--- config.mk ---
export PLATFORM = sky130hd
export DESIGN_NAME = uart_tx_fifo
export DESIGN_NICKNAME = d
export VERILOG_FILES = /design/src/rtl/uart_tx_fifo.sv
export SDC_FILE = /design/constraint.sdc
export NUM_CORES = 1
export LEC_CHECK = 0
export BUFFER_PORTS_ARGS = -buffer_cell sky130_fd_sc_hd__clkbuf_2
export CAP_MARGIN = 30
export CORE_MARGIN = 1
export CORE_UTILIZATION = 30
export DETAILED_ROUTE_END_ITERATION = 16
export PLACE_DENSITY_LB_ADDON = 0.08
export SLEW_MARGIN = 20
export SYNTH_ARGS = -nofsm -noshare
export SYNTH_HDL_FRONTEND = slang
export SYNTH_SLANG_ARGS = --single-unit
--- constraint.sdc ---
create_clock -name clk -period 3.35 [get_ports clk]
set_input_delay 0.1675 -clock clk [delete_from_list [all_inputs] [get_ports clk]]
set_output_delay 0.1675 -clock clk [all_outputs]
set_load 0.1 [all_outputs]
--- src/rtl/uart_tx_fifo.sv ---
// FIFO-buffered 8N1 UART transmitter; defining UART_TX_PARITY_EN adds an even parity bit (8E1).
// Start bit falls 2 clk after a write into an idle, empty block; no backpressure, so writes while full are dropped and flagged on overflow.
module uart_tx_fifo #(
  parameter int CLKS_PER_BIT = 5208,
  parameter int FIFO_DEPTH   = 16,
  parameter int FIFO_AW      = 4
) (
  input  logic       clk,
  input  logic       reset,
  input  logic       wr_en,
  input  logic [7:0] wr_data,
  output logic       fifo_full,
  output logic       fifo_empty,
  output logic       overflow,
  output logic       busy,
  output logic       tx
);

  localparam int CW = $clog2(CLKS_PER_BIT);
  localparam logic [CW-1:0]    LAST_BAUD = CW'(CLKS_PER_BIT - 1);
  localparam logic [FIFO_AW:0] DEPTH_CNT = (FIFO_AW + 1)'(FIFO_DEPTH);

  typedef enum logic [2:0] {
    IDLE,
    START,
    DATA,
    STOP
`ifdef UART_TX_PARITY_EN
    , PARITY
`endif
  } stateT;

  stateT state, stateNext;

  logic [7:0]         mem [FIFO_DEPTH];
  logic [FIFO_AW-1:0] wrPtr, rdPtr;
  logic [FIFO_AW:0]   count, countNext;
  logic [CW-1:0]      baudCnt;
  logic [2:0]         bitIdx;
  logic [7:0]         shiftReg;
  logic               accept, pop, bitDone, txNext;
`ifdef UART_TX_PARITY_EN
  logic               parityBit;
`endif

  always_comb begin
    stateNext = state;
    pop       = 1'b0;
    txNext    = 1'b1;
    bitDone   = (baudCnt == LAST_BAUD);
    // Full is judged on the registered count, so a same-cycle pop never frees a slot.
    accept    = wr_en && (count != DEPTH_CNT);
    countNext = count;
    case (state)
      IDLE: begin
        if (!fifo_empty) begin
          pop       = 1'b1;
          stateNext = START;
        end
      end
      START: begin
        txNext = 1'b0;
        if (bitDone) stateNext = DATA;
      end
      DATA: begin
        txNext = shiftReg[0];
        if (bitDone && bitIdx == 3'd7) begin
`ifdef UART_TX_PARITY_EN
          stateNext = PARITY;
`else
          stateNext = STOP;
`endif
        end
      end
`ifdef UART_TX_PARITY_EN
      PARITY: begin
        txNext = parityBit;
        if (bitDone) stateNext = STOP;
      end
`endif
      STOP: begin
        if (bitDone) stateNext = IDLE;
      end
      default: stateNext = IDLE;
    endcase
    if (accept && !pop) countNext = count + (FIFO_AW + 1)'(1);
    else if (!accept && pop) countNext = count - (FIFO_AW + 1)'(1);
  end

  always_ff @(posedge clk) begin
    if (accept) mem[wrPtr] <= wr_data;
  end

  always_ff @(posedge clk) begin
    if (reset) begin
      state      <= IDLE;
      wrPtr      <= '0;
      rdPtr      <= '0;
      count      <= '0;
      fifo_full  <= 1'b0;
      fifo_empty <= 1'b1;
      overflow   <= 1'b0;
      baudCnt    <= '0;
      bitIdx     <= '0;
      shiftReg   <= '0;
      tx         <= 1'b1;
      busy       <= 1'b0;
`ifdef UART_TX_PARITY_EN
      parityBit  <= 1'b0;
`endif
    end else begin
      state      <= stateNext;
      count      <= countNext;
      fifo_full  <= (countNext == DEPTH_CNT);
      fifo_empty <= (countNext == '0);
      overflow   <= wr_en && !accept;
      // tx and busy follow the registered state one cycle later, keeping the line glitch-free.
      tx         <= txNext;
      busy       <= (state != IDLE);
      if (accept) wrPtr <= wrPtr + FIFO_AW'(1);
      if (pop) begin
        rdPtr    <= rdPtr + FIFO_AW'(1);
        shiftReg <= mem[rdPtr];
`ifdef UART_TX_PARITY_EN
        parityBit <= ^mem[rdPtr];
`endif
      end
      if (stateNext != state || bitDone) baudCnt <= '0;
      else if (state != IDLE) baudCnt <= baudCnt + CW'(1);
      if (state == START) begin
        bitIdx <= '0;
      end else if (state == DATA && bitDone) begin
        shiftReg <= shiftReg >> 1;
        bitIdx   <= bitIdx + 3'd1;
      end
    end
  end

endmodule

==> impl_metrics.ini, run 1 <==
[status]
outcome = finished clean

[drt]
wl_per_cell_um = 19.7
drtIter0Drc = 242
wl_um = 16400
viasPerCell = 4.74
via_count = 3957
drt_pre_antenna_iters = 5
drc_errors = 0
ant_nets = 0

[global_route]
met2_usage_pct = 23.9
grtUsageMet3_pct = 2.91
grt_pass1_vias = 4100
antenna_found_initial = 0
grt_pass1_wl_um = 25400
grt_max_degree = 30
top_usage_layer = met2
grt-ovfl-total = 0
grt_usage_pct = 14.5
grt_use_met1_pct = 19.1

[power]
combPwrFrac_pct = 11.7
pwr-share-clk_pct = 40.3
switching_power_mw = 1.37
ir_drop_mv = 0.328
switching_share_pct = 26.0
p_total_mw = 5.26
internal-power_mw = 3.89
power.leakage_nw = 2.68
p_per_area_nw_per_um2 = 635
pwr-share-seq_pct = 48.0

[timing]
tns_ps = 0
finalCritPeriodShare_pct = 76.9
skew_ps = 11.3
drv_slew = 0
fmax_ghz = 0.388
slew-limit-headroom_pct = 43.2
tightest_slew_ps = 851
rsz0062_at_grt = false
setup_viol = 0
hold_violations = 0
final.min_clock_period_ps = 2580

[yosys]
syn_area_um2 = 7170
synth-edff-count = 128
async_flop_share_pct = 0
ys_seq_elements = 177
synth_top_cell_area_share_pct = 53.6
ys_top_cells_by_count = 128 x edfxtp_1, 52 x nor2_1, 49 x dfxtp_1
ys_types = 52
yosys-mux-area-fraction_pct = 10.6
synth-compound-area-share_pct = 4.92
synthesis.nets = 500
ys_seq_area_share_pct = 67.2
synth_cells = 479
synth_xor_area_share_pct = 2.81
ys.flop_type = edfxtp_1
ys_warn_count = 0
yosys.area.top_type = edfxtp_1
synth_most_common_cell = edfxtp_1
synth-adder-area-share_pct = 1.74
synthSimpleGateAreaFrac_pct = 10.6
syn_avg_cell_area_um2 = 15.0
synth.area.top_cells = edfxtp_1 54%, dfxtp_1 14%, mux4_2 8.8%, nor2_1 2.7%, xor2_1 1.8%
synth_top_family_by_area = simple AND/OR/NAND/NOR gates

[finish]
final_layout_size_suffix_gt1_share_pct = 19.4
area_growth_pct = 15.5
nNetsFinal = 524
antenna_cells = 0

[clock_network]
clk-insertion-delay-late_ps = 430
root_buffer = clkbuf_16
cts_buffer_depth = 2
cts_setup_buffers = 0
htreeDepth = 4
cts_resized = 0
numCtsBuffers = 17
hold_buffers = 0
cts_tree = built
clkSlewWorstSetupHoldPaths_ps = 70
cts_sinks = 177

[setup_path]
arrival_ps = 2630
critPathLaunch = count[0]
endpoint_kind = flop
critPathTopFamily = simple AND/OR/NAND/NOR gates
crit_path_top_delay_cell = nor2_1
r2r_cells = 6
crit_cells = 6
worst-path-buf-inv = 1
path_cells = inv_1 > ha_1 > nor4bb_1 > nor2_1 > nand2_1 > nor2_1
regToRegStartpoint = count[0]
crit_path_max_incr_delay_ps = 690
critPathRequiredTime_ps = 3410
crit_fanout = 8
r2r_end = mem[13][3]
path_class = reg2reg
rrSetupSlack_ps = 770
worstSetupEndpoint = mem[13][3]
start_kind = flop
path_common_cell = nor2_1

[floorplan]
num_rows = 56
num_io_pins = 16
start_util_pct = 30.6
die-area_um2 = 24500
core_area_um2 = 23500
die_h_um = 157
die_w_um = 157

[placed_design]
gp_congestion = 0.789
port_buffers = 15
dp_hpwl_um = 10900

[min_path]
hp-class = in2reg

[flow_run]
cap_violations = 0
## cells in the final DEF (no fill, tap or decap), types with 6 or more instances in the layout
cell type / Yosys / final
nand2_1: 26 / 26
nor2_1: 52 / 52
clkbuf_16: 0 / 17
clkbuf_2: 0 / 15
nor2b_1: 13 / 13
mux4_2: 28 / 28
ha_1: 10 / 10
nand3_1: 15 / 15
nand2b_1: 7 / 7
edfxtp_1: 128 / 128
mux2i_1: 9 / 9
nor3_1: 10 / 10
a311oi_1: 6 / 6
a21oi_1: 7 / 7
buf_4: 0 / 15
a211oi_1: 10 / 10
nand4_1: 6 / 6
xnor2_1: 8 / 8
dfxtp_1: 49 / 47
xor2_1: 15 / 15
and3_1: 6 / 6
inv_1: 6 / 6
## registers in the layout (all words and copies together) (netlist names), named ones only
signal and flops:
wrPtr 4, busy 1, baudCnt 13, state 3, count 5, fifo_empty 1
shiftReg 8, mem 128, bitIdx 3, rdPtr 4, tx 1, fifo_full 1
overflow 1
## cell type report
type	count	area [µm²]
fillers	2248	15200
repair buffers	31	208
clock buffers	17	425
multi-input cells	270	2200
inverters	6	22.5
clock inverters	14	200
well taps	319	399
flip-flops and latches	177	4830
## logic make-up after synthesis
group | after synthesis
DFF | 177
AOI/OAI and AO/OA | 46
other | 1
and+or+nand+nor | 150
buffers and inverters | 32
adders and majority gates | 10
muxes | 40
xor gates and xnor gates | 23
## power by group through the flow
| stage | combinational (mW) | sequential (mW) | clock, mW |
|---|---|---|---|
| 6_report | 0.614 | 2.53 | 2.12 |
| 3_5_place_dp | 0.628 | 2.58 | 0 |
| 3_3_place_gp | 0.586 | 2.60 | 0 |
| 4_1_cts | 0.630 | 2.53 | 2.16 |
| 5_1_grt | 0.665 | 2.54 | 2.25 |
| 2_1_floorplan | 0.430 | 2.57 | 0 |
## per-stage QoR
step / hold slack (ps) / worst slack (ps) / cell area (µm²) / utilization, % / cells
5_1_grt: 155 / 500 / 8280 / 35.3 / 834
4_1_cts: 120 / 707 / 8280 / 35.3 / 834
3_5_place_dp: 485 / 736 / 7660 / 32.6 / 803
3_3_place_gp: 458 / 762 / 7640 / 32.5 / 802
2_1_floorplan: 262 / 937 / 7170 / - / 479
6_report: 144 / 773 / 8280 / 35.3 / 834
## per-layer routing
metal / part of all wire (%) / up-vias
li1: - / 1874
met1: 47 / 2017
met2: 49 / 54
met3: 2.2 / 12
met4: 1.1 / 0
met5: 0 / -
## worst min path at each step
stage	start	end	cells past startpoint
2_1_floorplan	reset	tx	2
3_3_place_gp	baudCnt[1]	baudCnt[1]	2
3_5_place_dp	baudCnt[1]	baudCnt[1]	2
4_1_cts	wr_en	overflow	3
5_1_grt	wr_en	overflow	3
6_report	wr_en	overflow	3
## worst register-to-register path: stages, from the launching register on
cell,delay [ps]
dfxtp_1,450
inv_1,70
ha_1,230
nor4bb_1,180
nor2_1,360
nand2_1,230
nor2_1,690
Note: power is estimated with default switching activity, not from simulation.
==> run 2, diff against run 1 <==
ABC_AREA = 1   (was not set)
clock period = 2.7 ns   (was 3.35 ns; I/O delays follow)
==> run 2 against run 1 <==
Effect of this change:
- die area rose by 4.0%
- synthesized cell count rose by 48%
- sequential power rose by 23%
- hold slack got worse by 60 ps
- fmax rose by 19%
- area after synthesis rose by 4.0%
==> impl_metrics.ini, run 2 <==
[yosys]
synthesis.nets = 732
ys_seq_area_share_pct = 64.7
async_flop_share_pct = 0
ys.flop_type = edfxtp_1
ys_types = 31
ys_seq_elements = 177
synth.area.top_cells = edfxtp_1 52%, dfxtp_1 13%, nor2_1 6.9%, o21ai_0 4.8%, nand2_1 4.3%
synth_cells = 711
synth-edff-count = 128
syn_area_um2 = 7460
ys_warn_count = 0
synth_most_common_cell = nor2_1
synth_top_cell_area_share_pct = 51.5
yosys.area.top_type = edfxtp_1
ys_top_cells_by_count = 138 x nor2_1, 128 x edfxtp_1, 85 x nand2_1
syn_avg_cell_area_um2 = 10.5

[drt]
via_count = 5073
drc_errors = 0
drtIter0Drc = 390
viasPerCell = 4.75
wl_per_cell_um = 17.5
drt_pre_antenna_iters = 4
ant_nets = 0
wl_um = 18700

[placed_design]
placed_cells = 1037
port_buffers = 15
placed_area_um2 = 7930
dp_hpwl_um = 12100
dp_worst_setup_slack_ps = 505
gp_congestion = 0.801

[setup_path]
critPathRequiredTime_ps = 2750
r2r_end = mem[11][1]
start_kind = flop
path_class = reg2reg
crit_fanout = 9
endpoint_kind = flop
regToRegStartpoint = count[0]
arrival_ps = 2230
rrSetupSlack_ps = 530
r2r_cells = 7

[finish]
finalInstanceArea_um2 = 8500
fin_util_pct = 34.8
antenna_cells = 0
multi_input_area_um2 = 2340
final_cell_mix = 138 x nor2_1, 128 x edfxtp_1, 85 x nand2_1, 72 x o21ai_0, 50 x nand3_1
largest_reg_flops = 128
final_common_cell = nor2_1
final-seq-area_um2 = 4830
final_cells = 1069
fill_cells = 2478
area_growth_pct = 13.9
nNetsFinal = 754
final_layout_size_suffix_gt1_share_pct = 12.5
reg_top3 = mem (128), baudCnt (13), shiftReg (8)
top_register = mem

[global_route]
grt_pass1_wl_um = 28800
grt_pass1_vias = 4999
grt-ovfl-total = 0
grt_usage_pct = 15.1
grt_max_degree = 72
antenna_found_initial = 1

[clock_network]
htreeDepth = 4
cts_resized = 0
clk-insertion-delay-late_ps = 420
numCtsBuffers = 17
cts_buffer_depth = 2
root_buffer = clkbuf_16
cts_sinks = 177
cts_tree = built
clkSlewWorstSetupHoldPaths_ps = 70

[floorplan]
start_util_pct = 30.6
die_w_um = 160
die-area_um2 = 25500
die_h_um = 160
num_rows = 57
core_area_um2 = 24400
num_io_pins = 16

[timing]
layout_setup_ws_ps = 526
whs_ps = 83.8
slew-limit-headroom_pct = 49.1
rsz0062_at_grt = false
skew_ps = 12.6
tightest_slew_ps = 763
finalCritPeriodShare_pct = 80.5
tns_ps = 0
setup_viol = 0
fmax_ghz = 0.460
drv_slew = 0
hold_violations = 0
final.min_clock_period_ps = 2170

[min_path]
hold_path_depth = 2
hp-class = in2reg
min_to = state[0]
worstHoldStart = reset

[status]
outcome = finished clean

[power]
p_per_area_nw_per_um2 = 763
p_total_mw = 6.49
power.leakage_nw = 2.94
ir_drop_mv = 0.394

[flow_run]
cap_violations = 0
==> run 2: cell count changes after synthesis, moves of 16 or more <==
| cell | previous run | this run |
|---|---|---|
| a21oi_1 | 7 | 23 |
| inv_1 | 6 | 36 |
| mux4_2 | 28 | 0 |
| nand2_1 | 26 | 85 |
| nand3_1 | 15 | 50 |
| nor2_1 | 52 | 138 |
| o211ai_1 | 0 | 24 |
| o21ai_0 | 3 | 72 |
==> run 2: what timing repair did <==
action,in CTS,in global routing
hold buffers,1,0
setup buffers,0,0
hold endpoints to repair,1,0
==> run 2: worst max path at each step <==
stage	start	cells after the start	to
after global routing	count[0]	7	mem[9][6]
after detailed placement	count[0]	7	mem[1][4]
after global placement	count[0]	7	mem[9][6]
after CTS	count[0]	7	mem[1][1]
after floorplan	count[0]	7	mem[15][0]
final	count[0]	7	mem[11][1]
==> run 2: worst max-delay path: stages, from the launching register on <==
cell and delay [ps]:
dfxtp_1 400, inv_1 80, ha_1 240, nand3_2 120, nand2_2 130, inv_1 180
nand2_1 160, nor2_1 500
==> run 2: cell families after synthesis <==
| family | count (synthesis) | synth area share (%) |
|---|---|---|
| AOI/OAI and AO/OA | 128 | 9.71 |
| adders and majority gates | 10 | 1.68 |
| buffers and inverters | 71 | 3.99 |
| xor gates and xnor gates | 16 | 1.88 |
| DFF | 177 | 64.7 |
| muxes | 2 | 0.268 |
| other | 1 | 0.0503 |
| and+or+nand+nor | 306 | 17.8 |
==> run 2: final cells by class <==
class,instances,share of cell area [%]
clock buffer,17,5.01
clock inverter,14,1.59
tap,324,4.77
sequential,177,56.8
inverter,41,1.81
timing repair buffer,33,2.50
multi-input combinational,463,27.5
==> run 2: report_power, final <==
part           leakage [nW]  total [mW]  switching, mW  internal [mW]
sequential             1.55        3.10         0.0736           3.03
combinational          1.13        1.02          0.738          0.285
clock                 0.263        2.36           1.08           1.28
total                  2.94        6.49           1.89           4.60
==> run 2: metal layers <==
layer  vias up  GRT usage [%]  wire [µm]
met1      2481           20.7       8980
met2        83           24.2       8800
met4         0           4.81        317
li1       2493              -          -
met5         -              0          0
met3        16           2.83        565
==> run 3, diff against run 2 <==
clock period = 2.13 ns   (was 2.7 ns; I/O delays follow)
==> run 3 against run 2 <==
Effect of this change:
- sequential power increased by 27%
- non-clock buffer count increased by 14
- critical path type unchanged
- via count decreased by 0.57%
- design area increased by 1.8%
- sequential cell count unchanged
==> impl_metrics.ini, run 3 (same netlist as run 2, synthesis figures left out) <==
[status]
outcome = finished clean

[finish]
largest_reg_flops = 128
finalInstanceArea_um2 = 8650
final_common_cell = nor2_1
antenna_cells = 0
final_cells = 1084
reg_top3 = mem (128), baudCnt (13), shiftReg (8)
top_register = mem
final_layout_size_suffix_gt1_share_pct = 14.2
final_cell_mix = 138 x nor2_1, 128 x edfxtp_1, 85 x nand2_1, 72 x o21ai_0, 50 x nand3_1
area_growth_pct = 16.0
nNetsFinal = 768

[timing]
fmax_ghz = 0.519
rsz0062_at_grt = false
skew_ps = 11.4
whs_ps = 74.9
setup_viol = 0
drv_slew = 0
tightest_slew_ps = 561
hold_violations = 0
tns_ps = 0
slew-limit-headroom_pct = 62.5
finalCritPeriodShare_pct = 90.5
final.min_clock_period_ps = 1930

[setup_path]
endpoint_kind = flop
crit_path_max_incr_delay_ps = 400
worst-path-buf-inv = 3
path_cells = inv_1 > ha_1 > nand3_2 > nand2_2 > inv_1 > nand2_1 > nor2_1 > buf_4
crit_fanout = 8
critPathTopFamily = simple AND/OR/NAND/NOR gates
crit_path_top_delay_cell = dfxtp_1
critPathRequiredTime_ps = 2260
path_common_cell = inv_1
arrival_ps = 2050
start_kind = flop
path_class = reg2reg

[global_route]
grt_pass1_wl_um = 29500
grt_max_degree = 38
antenna_found_initial = 0
grt-ovfl-total = 0
grt_usage_pct = 15.3
grt_pass1_vias = 5057

[clock_network]
cts_buffer_depth = 2
numCtsBuffers = 17
cts_tree = built
cts_sinks = 177
root_buffer = clkbuf_16
htreeDepth = 4
clk-insertion-delay-late_ps = 420
clkSlewWorstSetupHoldPaths_ps = 70

[drt]
drtIter0Drc = 326
viasPerCell = 4.65
wl_um = 18700
ant_nets = 0
drc_errors = 0
drt_pre_antenna_iters = 5
via_count = 5044
wl_per_cell_um = 17.2

[placed_design]
dp_hpwl_um = 12400
placed_cells = 1051
gp_congestion = 0.732
placed_area_um2 = 8050
port_buffers = 15

[floorplan]
num_io_pins = 16
start_util_pct = 30.6
core_area_um2 = 24400
die-area_um2 = 25500
die_w_um = 160
die_h_um = 160
num_rows = 57

[power]
p_per_area_nw_per_um2 = 979
power.leakage_nw = 3.04
ir_drop_mv = 0.508

[flow_run]
cap_violations = 0

[min_path]
hp-class = in2reg
==> run 3: timing repair <==
action                    CTS  global route
hold buffers                1             0
buffers inserted            0             0
resized for setup           0             0
hold endpoints to repair    1             0
==> run 3: path summary, 6_finish.rpt <==
check,from,endpoint,slack (ps),cells past startpoint
hold / removal,reset,count[3],70,3
hold reg to reg,rdPtr[0],rdPtr[0],500,2
setup / recovery,count[0],mem[13][0],200,8
setup reg to reg,count[0],mem[13][0],200,8
==> run 3: report_power, final <==
group | internal [mW] | switching, mW | leakage, nW
Sequential | 3.84 | 0.0947 | 1.55
Clock | 1.77 | 1.43 | 0.284
Combinational | 0.392 | 0.942 | 1.20
==> run 3: cell type report <==
type	instances	area (µm²)
inverter	41	154
timing repair buffer	47	330
sequential	177	4830
clock inverter	15	173
multi-input combinational	463	2340
fill	2521	15700
clock buffer	17	425
tap	324	405
==> run 3: routing by layer <==
metal  GRT usage [%]  routed length, µm  share of wire (%)
met5               0                  0                  0
met3            2.73                536                2.9
met2            24.0               8670                 46
met4            3.41                109               0.58
met1            22.0               9380                 50
==> run 3: worst register-to-register path: cells and delay by family, from the launching register on <==
kind	cells	cell delay [ps]
simple gates	4	590
fa+ha+maj	1	240
flops	1	400
buf+inv	3	410
==> run 3: stage by stage <==
stage | power (mW) | utilization, % | worst slack (ps)
3_5_place_dp | 5.37 | 33.0 | 210
2_1_floorplan | 4.93 | - | 257
6_report | 8.47 | 35.5 | 202
3_3_place_gp | 5.36 | 33.0 | 266
5_1_grt | 8.85 | 35.5 | 6.88
4_1_cts | 8.57 | 35.5 | 198
